===== src/rtl/mdu_iter_if.sv =====
// Decoder-to-MDU bus: command and operands in; HI/LO, mul_out, stall and FSM state out.
// Strict timing contract: the core holds mdu/a/b while stall is high; the instruction retires in the first cycle stall is low.
interface mdu_iter_if #(
    parameter int XLEN = 32
);
    logic [2:0]      mdu;
    logic [XLEN-1:0] a;
    logic [XLEN-1:0] b;
    logic [XLEN-1:0] hi;
    logic [XLEN-1:0] lo;
    logic [XLEN-1:0] mul_out;
    logic            stall;
    logic            busy;
    logic [1:0]      dbg_state;

    modport master (
        output mdu, a, b,
        input  hi, lo, mul_out, stall, busy, dbg_state
    );

    modport slave (
        input  mdu, a, b,
        output hi, lo, mul_out, stall, busy, dbg_state
    );
endinterface


===== src/rtl/mdu_iter.sv =====
// Iterative multiply/divide unit owning HI/LO; stalls the core while MULT/MULTU/DIV/DIVU run.
// Optional macro MDU_FAST_MUL_EN: MULT/MULTU finish in the issue cycle, divides stay iterative.
module mdu_iter #(
    parameter int XLEN  = 32,
    parameter int CNT_W = 5
) (
    input  logic      clk,
    input  logic      rst_n,
    mdu_iter_if.slave bus
);
    typedef enum logic [1:0] {S_IDLE = 2'd0, S_RUN = 2'd1, S_DONE = 2'd2} state_t;

    localparam logic [2:0] OP_MULT  = 3'd1;
    localparam logic [2:0] OP_MULTU = 3'd2;
    localparam logic [2:0] OP_DIV   = 3'd3;
    localparam logic [2:0] OP_DIVU  = 3'd4;
    localparam logic [2:0] OP_MTHI  = 3'd5;
    localparam logic [2:0] OP_MTLO  = 3'd6;

    state_t            r_state, w_state_nxt;
    logic [CNT_W-1:0]  r_cnt;
    logic              r_is_div, r_neg_q, r_neg_r;
    logic [XLEN-1:0]   r_opb, r_rem, r_hi, r_lo;
    logic [2*XLEN-1:0] r_acc;

    logic              w_stall, w_busy;
    logic              w_is_signed, w_is_div, w_div0, w_start;
    logic [XLEN-1:0]   w_opa, w_opb;
    logic [XLEN:0]     w_msum, w_trial;
    logic [2*XLEN-1:0] w_mul_nxt, w_prod;
    logic [XLEN-1:0]   w_sub, w_rem_nxt, w_quo_nxt, w_quo_fix, w_rem_fix;
    logic              w_qbit;

    assign w_is_signed = (bus.mdu == OP_MULT) || (bus.mdu == OP_DIV);
    assign w_is_div    = (bus.mdu == OP_DIV) || (bus.mdu == OP_DIVU);
    assign w_div0      = w_is_div && (bus.b == '0);

`ifdef MDU_FAST_MUL_EN
    logic                     w_fast;
    logic signed [2*XLEN-1:0] w_sprod;
    logic [2*XLEN-1:0]        w_uprod, w_fast_prod;
    assign w_fast      = (bus.mdu == OP_MULT) || (bus.mdu == OP_MULTU);
    assign w_start     = w_is_div;
    assign w_sprod     = $signed(bus.a) * $signed(bus.b);
    assign w_uprod     = {{XLEN{1'b0}}, bus.a} * {{XLEN{1'b0}}, bus.b};
    assign w_fast_prod = (bus.mdu == OP_MULT) ? w_sprod : w_uprod;
`else
    assign w_start = (bus.mdu >= OP_MULT) && (bus.mdu <= OP_DIVU);
`endif

    // A zero divisor keeps the raw dividend unsigned so the datapath leaves hi=a, lo=all-ones.
    assign w_opa = (w_is_signed && bus.a[XLEN-1] && !w_div0) ? -bus.a : bus.a;
    assign w_opb = (w_is_signed && bus.b[XLEN-1]) ? -bus.b : bus.b;

    // Shift-add multiply: upper half accumulates, multiplier shifts out of the lower half.
    assign w_msum    = {1'b0, r_acc[2*XLEN-1:XLEN]} + (r_acc[0] ? {1'b0, r_opb} : '0);
    assign w_mul_nxt = {w_msum, r_acc[XLEN-1:1]};
    assign w_prod    = r_neg_q ? -w_mul_nxt : w_mul_nxt;

    // Restoring divide: dividend shifts out of r_acc[XLEN-1:0] as quotient bits shift in.
    assign w_trial   = {r_rem, r_acc[XLEN-1]};
    assign w_qbit    = (w_trial >= {1'b0, r_opb});
    assign w_sub     = w_trial[XLEN-1:0] - r_opb;
    assign w_rem_nxt = w_qbit ? w_sub : w_trial[XLEN-1:0];
    assign w_quo_nxt = {r_acc[XLEN-2:0], w_qbit};
    assign w_quo_fix = r_neg_q ? -w_quo_nxt : w_quo_nxt;
    assign w_rem_fix = r_neg_r ? -w_rem_nxt : w_rem_nxt;

    always_comb begin
        w_state_nxt = r_state;
        w_stall     = 1'b0;
        w_busy      = 1'b0;
        case (r_state)
            S_IDLE: begin
                if (w_start) begin
                    w_stall     = 1'b1;
                    w_state_nxt = S_RUN;
                end
            end
            S_RUN: begin
                w_stall = 1'b1;
                w_busy  = 1'b1;
                if (r_cnt == '1) w_state_nxt = S_DONE;
            end
            S_DONE:  w_state_nxt = S_IDLE;
            default: w_state_nxt = S_IDLE;
        endcase
    end

    always_ff @(posedge clk or negedge rst_n) begin
        if (!rst_n) begin
            r_state  <= S_IDLE;
            r_cnt    <= '0;
            r_is_div <= 1'b0;
            r_neg_q  <= 1'b0;
            r_neg_r  <= 1'b0;
            r_opb    <= '0;
            r_rem    <= '0;
            r_acc    <= '0;
            r_hi     <= '0;
            r_lo     <= '0;
        end else begin
            r_state <= w_state_nxt;
            case (r_state)
                S_IDLE: begin
                    if (w_start) begin
                        r_is_div <= w_is_div;
                        r_neg_q  <= w_is_signed && (bus.a[XLEN-1] ^ bus.b[XLEN-1]) && !w_div0;
                        r_neg_r  <= w_is_signed && bus.a[XLEN-1] && !w_div0;
                        r_opb    <= w_opb;
                        r_rem    <= '0;
                        r_acc    <= {{XLEN{1'b0}}, w_opa};
                        r_cnt    <= '0;
                    end
`ifdef MDU_FAST_MUL_EN
                    else if (w_fast) begin
                        r_hi <= w_fast_prod[2*XLEN-1:XLEN];
                        r_lo <= w_fast_prod[XLEN-1:0];
                    end
`endif
                    else if (bus.mdu == OP_MTHI) begin
                        r_hi <= bus.a;
                    end else if (bus.mdu == OP_MTLO) begin
                        r_lo <= bus.a;
                    end
                end
                S_RUN: begin
                    r_cnt <= r_cnt + 1'b1;
                    if (r_is_div) begin
                        r_rem <= w_rem_nxt;
                        r_acc <= {r_acc[2*XLEN-1:XLEN], w_quo_nxt};
                    end else begin
                        r_acc <= w_mul_nxt;
                    end
                    if (r_cnt == '1) begin
                        if (r_is_div) begin
                            r_hi <= w_rem_fix;
                            r_lo <= w_quo_fix;
                        end else begin
                            r_hi <= w_prod[2*XLEN-1:XLEN];
                            r_lo <= w_prod[XLEN-1:0];
                        end
                    end
                end
                default: ;
            endcase
        end
    end

    // stall is forced low while reset is asserted even if a command is on the bus.
    assign bus.stall     = w_stall & rst_n;
    assign bus.busy      = w_busy;
    assign bus.hi        = r_hi;
    assign bus.lo        = r_lo;
    assign bus.mul_out   = bus.a * bus.b;
    assign bus.dbg_state = r_state;
endmodule


===== src/flat_wrapper.sv =====
// flat-port wrapper written by rule: the top's interface ports become plain ports
module mdu_iter_flat 
#(
    parameter int XLEN  = 32,
    parameter int CNT_W = 5
)
  (clk, rst_n, bus_mdu, bus_a, bus_b, bus_hi, bus_lo, bus_mul_out, bus_stall, bus_busy, bus_dbg_state);
  mdu_iter_if #(.XLEN(XLEN)) bus_i ();
  input  logic clk;
  input  logic rst_n;
  input wire logic [$bits(bus_i.mdu)-1:0] bus_mdu;
  input wire logic [$bits(bus_i.a)-1:0] bus_a;
  input wire logic [$bits(bus_i.b)-1:0] bus_b;
  output wire logic [$bits(bus_i.hi)-1:0] bus_hi;
  output wire logic [$bits(bus_i.lo)-1:0] bus_lo;
  output wire logic [$bits(bus_i.mul_out)-1:0] bus_mul_out;
  output wire logic [$bits(bus_i.stall)-1:0] bus_stall;
  output wire logic [$bits(bus_i.busy)-1:0] bus_busy;
  output wire logic [$bits(bus_i.dbg_state)-1:0] bus_dbg_state;
  assign bus_i.mdu = bus_mdu;
  assign bus_i.a = bus_a;
  assign bus_i.b = bus_b;
  assign bus_hi = bus_i.hi;
  assign bus_lo = bus_i.lo;
  assign bus_mul_out = bus_i.mul_out;
  assign bus_stall = bus_i.stall;
  assign bus_busy = bus_i.busy;
  assign bus_dbg_state = bus_i.dbg_state;
  mdu_iter #(.XLEN(XLEN), .CNT_W(CNT_W)) u_core (.clk(clk), .rst_n(rst_n), .bus(bus_i));
endmodule

===== config.mk =====
export PLATFORM = sky130hd
export DESIGN_NAME = mdu_iter_flat
export DESIGN_NICKNAME = d
export VERILOG_FILES = /design/src/rtl/mdu_iter_if.sv /design/src/rtl/mdu_iter.sv /design/src/flat_wrapper.sv
export SDC_FILE = /design/constraint.sdc
export NUM_CORES = 2
export LEC_CHECK = 0
export ABC_CLOCK_PERIOD_IN_PS = 10550
export BUFFER_PORTS_ARGS = -buffer_cell sky130_fd_sc_hd__buf_2
export CAP_MARGIN = 20
export CORE_MARGIN = 4
export CORE_UTILIZATION = 45
export DETAILED_ROUTE_END_ITERATION = 7
export GPL_TIMING_DRIVEN = 0
export PLACE_DENSITY_LB_ADDON = 0.05
export RECOVER_POWER = 50
export SETUP_SLACK_MARGIN = 0.4
export SKIP_CTS_REPAIR_TIMING = 1
export SLEW_MARGIN = 10
export SYNTH_ARGS = -nofsm -noshare
export SYNTH_HDL_FRONTEND = slang
export SYNTH_SLANG_ARGS = --single-unit

===== constraint.sdc =====
create_clock -name clk -period 10.55 [get_ports clk]
set_input_delay 1.055 -clock clk [delete_from_list [all_inputs] [get_ports clk]]
set_output_delay 1.055 -clock clk [all_outputs]
set_load 0.03 [all_outputs]

==> After elaboration in Yosys (flattened, before gate mapping) <==
Cells that the tools add are included.
{ "totals": {"regBits": 202, "wordCells": 92, "in_bits": 69, "out_inout_bits": 100} }
{ "op_classes": {"magnitude_cmp": 3, "n_mul": 1, "muxes": 32, "n_reduce_logical": 20, "n_eq_ne": 15, "n_bitwise": 2, "n_addsub": 8} }
{ "op_table": {"columns": ["cell", "n"], "rows": [
  ["$mux W32", 17],
  ["$mux W64", 3],
  ["$pmux W32 S2", 3],
  ["$neg A32 Y32", 4],
  ["$pmux W64 S2", 1],
  ["$neg A64 Y64", 1],
  ["$add A32 B33 Y33", 1],
  ["$ge A33 B32 Y1", 1],
  ["$logic_not A32 Y1", 1],
  ["$mul A32 B32 Y32", 1],
  ["$sub A32 B32 Y32", 1],
  ["$ne A2 B1 Y1 const B", 5],
  ["$pmux W5 S2", 1],
  ["$eq A3 B3 Y1 const B", 3],
  ["$logic_and A1 B1 Y1", 7],
  ["$ne A2 B2 Y1 const B", 3],
  ["$reduce_and A2 Y1", 3],
  ["$reduce_and A3 Y1", 2],
  ["$add A5 B1 Y5 const B", 1],
  ["$eq A5 B5 Y1 const B", 1],
  ["$mux W5", 1],
  ["$reduce_and A5 Y1", 1],
  ["$mux W2", 2],
  ["$pmux W2 S2", 1],
  ["14 further kinds", 16]
]} }

==> Longest topological paths before layout <==
{ "depth": {"word_depth": 8, "depth_mapped": 30, "ltp_nobuf": 28} }

==> Worst setup path after synthesis <==
OpenSTA, ideal clock, no wires.
{ "synth_timing": {"path_kind": "input-to-output", "startpoint": "in bus_a[7]", "endpoint": "out bus_mul_out[31]", "setup_slack_ns": 0.940, "stages": 30, "path_buffers": 3, "arrival_ns": 8.555, "required_time_ns": 9.495, "cell_sequence": "clkbuf_1 > clkbuf_1 > and2_1 > fa_1 > inv_1 > fa_1 > fa_1 > fa_1 > inv_1 > ha_1 > ha_1 > fa_1 > inv_1 > fa_1 > inv_1 > ha_1 > clkbuf_1 > a21oi_1 > o21ai_0 > a21oi_1 > a21oi_1 > a41o_1 > o41ai_1 > o21ai_0 > o21a_1 > o21ai_0 > nand2b_1 > a211oi_1 > a21oi_1 > xnor2_1"} }
{ "synth_between": {"elab_chain_len": 1} }
{ "synth_lines": {"columns": ["element", "line", "text"], "rows": [
  ["start, declared", "flat_wrapper.sv:12", "input wire logic [$bits(bus_i.a)-1:0] bus_a;"],
  ["$mul A32 B32 Y32", "mdu_iter.sv:155", "assign bus.mul_out = bus.a * bus.b;"],
  ["end, declared", "flat_wrapper.sv:16", "output wire logic [$bits(bus_i.mul_out)-1:0] bus_mul_out;"]
]} }
Every way passes these cells.

==> Worst setup path after layout <==
{ "layout_timing": {"startpoint": "in bus_a[18]", "endpoint": "out bus_mul_out[29]"} }
The elaborated chain is that of the path after synthesis.

==> reports/results.env <==
SYN_NETS=4788
MOST_COMMON_CELL_ON_CRIT_PATH='fa_1'
CTS_SINKS=202
FLOPS_LATCHES_SYNTH=202
DRT_PASS1_ITERATIONS=6
MAX_FREQ_GHz=0.102
AREA_GROWTH_PCT=10.1
ANT_NETS=0
SYNTHARSTFLOPSHARE=1.00
MAXSLEWVIOLCOUNT=119
GRT_ANTENNA_BEFORE_REPAIR=8
FINAL_CELLS=5291
DRT_WL_TOTAL_UM=137000
SETUP.WORST_PATH.START_CLASS='input pin'
GRT_MAX_DEGREE=88
CRITICAL-PATH-MAX-STAGE-DELAY_NS=0.58
RUN_STATUS='finished with violations'
SYNTH.TOP_CELLS.BY_COUNT='inv_1, nand2_1, fa_1'
IO-PIN-COUNT=169
BUFFERS_ADDED_ON_PORTS=147
MIN-DELAY-PATH-CLASS='flip-flop to flip-flop'
FINALHOLDVIOLATIONS=0
POST_DRT_WL_PER_CELL_UM=25.9
DRV_CAP=2
ROWS=100
MAX_SLEW_MARGIN_VS_LIMIT=-1.78
DRTITER0DRC=3014
CRITICAL_PATH_BUF_INV_COUNT=10
FIN_WORST_HOLD_SLACK_NS=0.476
DOMINANTREGCELLSYNTH='dfrtp_1'
DIE_W_UM=282
GRTUSAGETOTAL=0.343
NUM-NETS-FINAL=4975
WORSTPATHARRIVAL_NS=8.78
TIMING.REG2REG.WORST_PATH_DEPTH=26
DR_TOTAL_VIAS=30794
NUMBER_OF_GLOBAL_ROUTE_VIAS_BEFORE_REPAIR=31047
POST-PLACE-CELLS=5237
WORST-SETUP-PATH-TYPE='input pin to output pin'
CORE_REGION_AREA_SQ_UM=74400
UNREPAIRED_SETUP_ENDPOINTS_AFTER_GLOBAL_ROUTING='true'
SYNTH-SEQ-AREA-SHARE=0.150
TIMING.CRITICAL_PATH.SLOWEST_STAGE_CELL='fa_1'
TIMING.CRITICAL_PATH.FANOUT_MAX=10
POST-ROUTE-MIN-PERIOD_NS=9.83
FINALWEIGHTEDCONGESTION=0.993
FAILED_CHECKS='max-capacitance violations, max-slew violations'
TOP_AREA_CELL_TYPE_SHARE_OF_THE_NETLIST_AREA=0.243
MIN-DELAY-START='u_core.bus.hi[13]$_DFFE_PN0P_'
SYNTH.TOP_CELLS.BY_AREA='fa_1, dfrtp_1, ha_1'
INITIAL_UTILIZATION=0.454
FINAL_SETUP_VIOLATIONS=0
POST_DR_VIAS_CELL=5.82
DRIVE_GT1_FRAC=0.0750
SYNTH.LIB_CELLS_USED.DISTINCT=101
LIBRARY_CELL_WITH_THE_HIGHEST_INSTANCE_COUNT_AFTER_SYNTHESIS='inv_1'
CP-END-KIND='output pin'
FIN_WORST_SKEW_NS=0.0213
CRIT-REG2REG-LAUNCH='u_core.r_acc[31]$_DFFE_PN0P_'
SYNTH_ENABLE_FLOP_CELLS=0
DIE_AREA_SQ_UM=79500
CRITICAL_PATH.STARTPOINT='bus_a[18]'
SYN-MEAN-INSTANCE-AREA_SQ_UM=8.21
CHIPHEIGHT_UM=282
CLK_TRANSITION_REPORTED_PATHS_NS=0.06
POST-DP-HPWL_UM=110000
CLOCKBUFFERDEPTH=3
WORSTMARGINPINSLEW_NS=4.16
CLK-INSERTION-DELAY-LATE_NS=0.56
WORST-ENDPOINT-REQUIRED_NS=9.50
CRITICAL_PATH.REG2REG.ENDPOINT='u_core.bus.hi[18]$_DFFE_PN0P_'
CTS_TREE='yes'
TOTAL_GLOBAL_ROUTING_OVERFLOW=0
SYN-CELL-AREA_SQ_UM=33800
POST-SYNTH-TOP-AREA-CELL='fa_1'
WHS_ENDPOINT='u_core.bus.hi[13]$_DFFE_PN0P_'
SYN_INST=4115
CLOCK_TREE.ROOT_CELL='clkbuf_16'
NFILLCELLS=7477
YS.WARNINGS.COUNT=0
DETAIL_ROUTE.DRC_VIOLATIONS=0
GRT_FIRST_PASS_WIRELENGTH_UM=203000
HOLD_DEPTH=2
PERIOD_SHARE=0.932
FLOP2FLOP_SETUP_SLACK_NS=2.26
LARGEST_DELAY_SHARE_FAMILY_WORST_PATH='adder cells'
CTS_INSERTED_BUFFERS=24
HTREE_NUM_LEVELS=1
## sequential cells by signal, indices dropped and copies added (netlist names)
signal                cells
u_core.r_rem             32
u_core.bus.hi            32
u_core.bus.dbg_state      2
u_core.r_cnt              5
u_core.r_is_div           1
u_core.r_neg_q            1
u_core.r_opb             32
u_core.r_acc             64
u_core.bus.lo            32
u_core.r_neg_r            1
## kinds of logic after synthesis
logic type / Yosys count / share of synthesized area
xor+xnor: 299 / 0.0775
buf+inv: 800 / 0.0936
mux: 61 / 0.0186
flops: 202 / 0.150
fa+ha+maj: 604 / 0.315
compound gates: 769 / 0.144
simple gates: 1380 / 0.202
## metrics by stage
step | utilization | instance area [sq um] | TNS [ns] | setup WS (ns)
after global routing | 0.500 | 37200 | 0 | 0.379
after detailed placement | 0.482 | 35900 | -5.35 | -1.27
final | 0.500 | 37200 | 0 | 0.716
after global placement | 0.480 | 35700 | -5.49 | -1.32
after CTS | 0.494 | 36800 | -5.50 | -1.30
after floorplan | - | 33800 | 0 | 0.940
## worst max path at each step
stage | endpoint | slack [ns] | depth (start not counted)
after global routing | bus_mul_out[31] | 0.38 | 30
after CTS | bus_mul_out[31] | -1.30 | 31
final | bus_mul_out[29] | 0.72 | 28
after detailed placement | bus_mul_out[31] | -1.27 | 31
after floorplan | bus_mul_out[31] | 0.94 | 30
after global placement | bus_mul_out[31] | -1.32 | 30
## cell usage in the layout (no fill, tap or decap), types with 22 or more instances in the layout
cell type	instances
buf_6	23
o31ai_1	39
nand2b_1	23
mux2i_1	55
o211ai_1	41
inv_1	511
xnor2_1	187
nor2_1	227
fa_1	410
dfrtp_1	202
ha_1	193
buf_4	22
clkbuf_1	219
nor3_1	46
clkbuf_16	25
a211oi_1	61
a21oi_1	163
a21o_1	35
or3_1	26
o21ai_0	238
clkbuf_2	30
and2_1	314
xor2_1	112
nand3_1	113
nand2_1	489
clkbuf_4	22
a31oi_1	33
buf_2	99
## routing by layer
| layer | global-route usage | routed length, um | part of all wire |
|---|---|---|---|
| met1 | 0.431 | 52900 | 0.39 |
| met2 | 0.562 | 63100 | 0.46 |
| met3 | 0.0688 | 12000 | 0.088 |
| met4 | 0.181 | 8980 | 0.065 |
| met5 | 0 | 50 | 0.00036 |
## worst reg2reg max path, stage by stage, from the launching register on
cell and delay, ns:
dfrtp_1 0.32, clkbuf_1 0.45, inv_1 0.30, ha_1 0.31, nor2b_1 0.17, o31a_1 0.29
o21ai_1 0.32, a211oi_1 0.60, o21bai_1 0.28, nand2_1 0.15, clkbuf_1 0.46, clkbuf_1 0.57
clkbuf_1 0.58, nand2_1 0.15, o21ai_0 0.32, ha_1 0.38, nand3b_1 0.12, or3_1 0.34
nor3_1 0.16, a31oi_1 0.09, or3_1 0.41, clkbuf_1 0.22, or3b_1 0.42, a21o_1 0.24
a311oi_1 0.26, a21oi_1 0.12, o21ai_1 0.17
## final cells by class
type,instances,area [sq um],area share
Multi-Input combinational cell,3113,25700,0.690
Sequential cell,202,5050,0.136
Inverter,513,1930,0.0518
Buffer,287,1570,0.0421
Tap cell,969,1210,0.0326
Timing Repair Buffer,161,838,0.0225
Clock buffer,32,692,0.0186
Clock inverter,12,244,0.00656
Antenna cell,2,5.00,0.000135
Power is left out: the tool's default activity adds up to more than one toggle a clock period on the data nets, which glitch-free logic cannot reach.
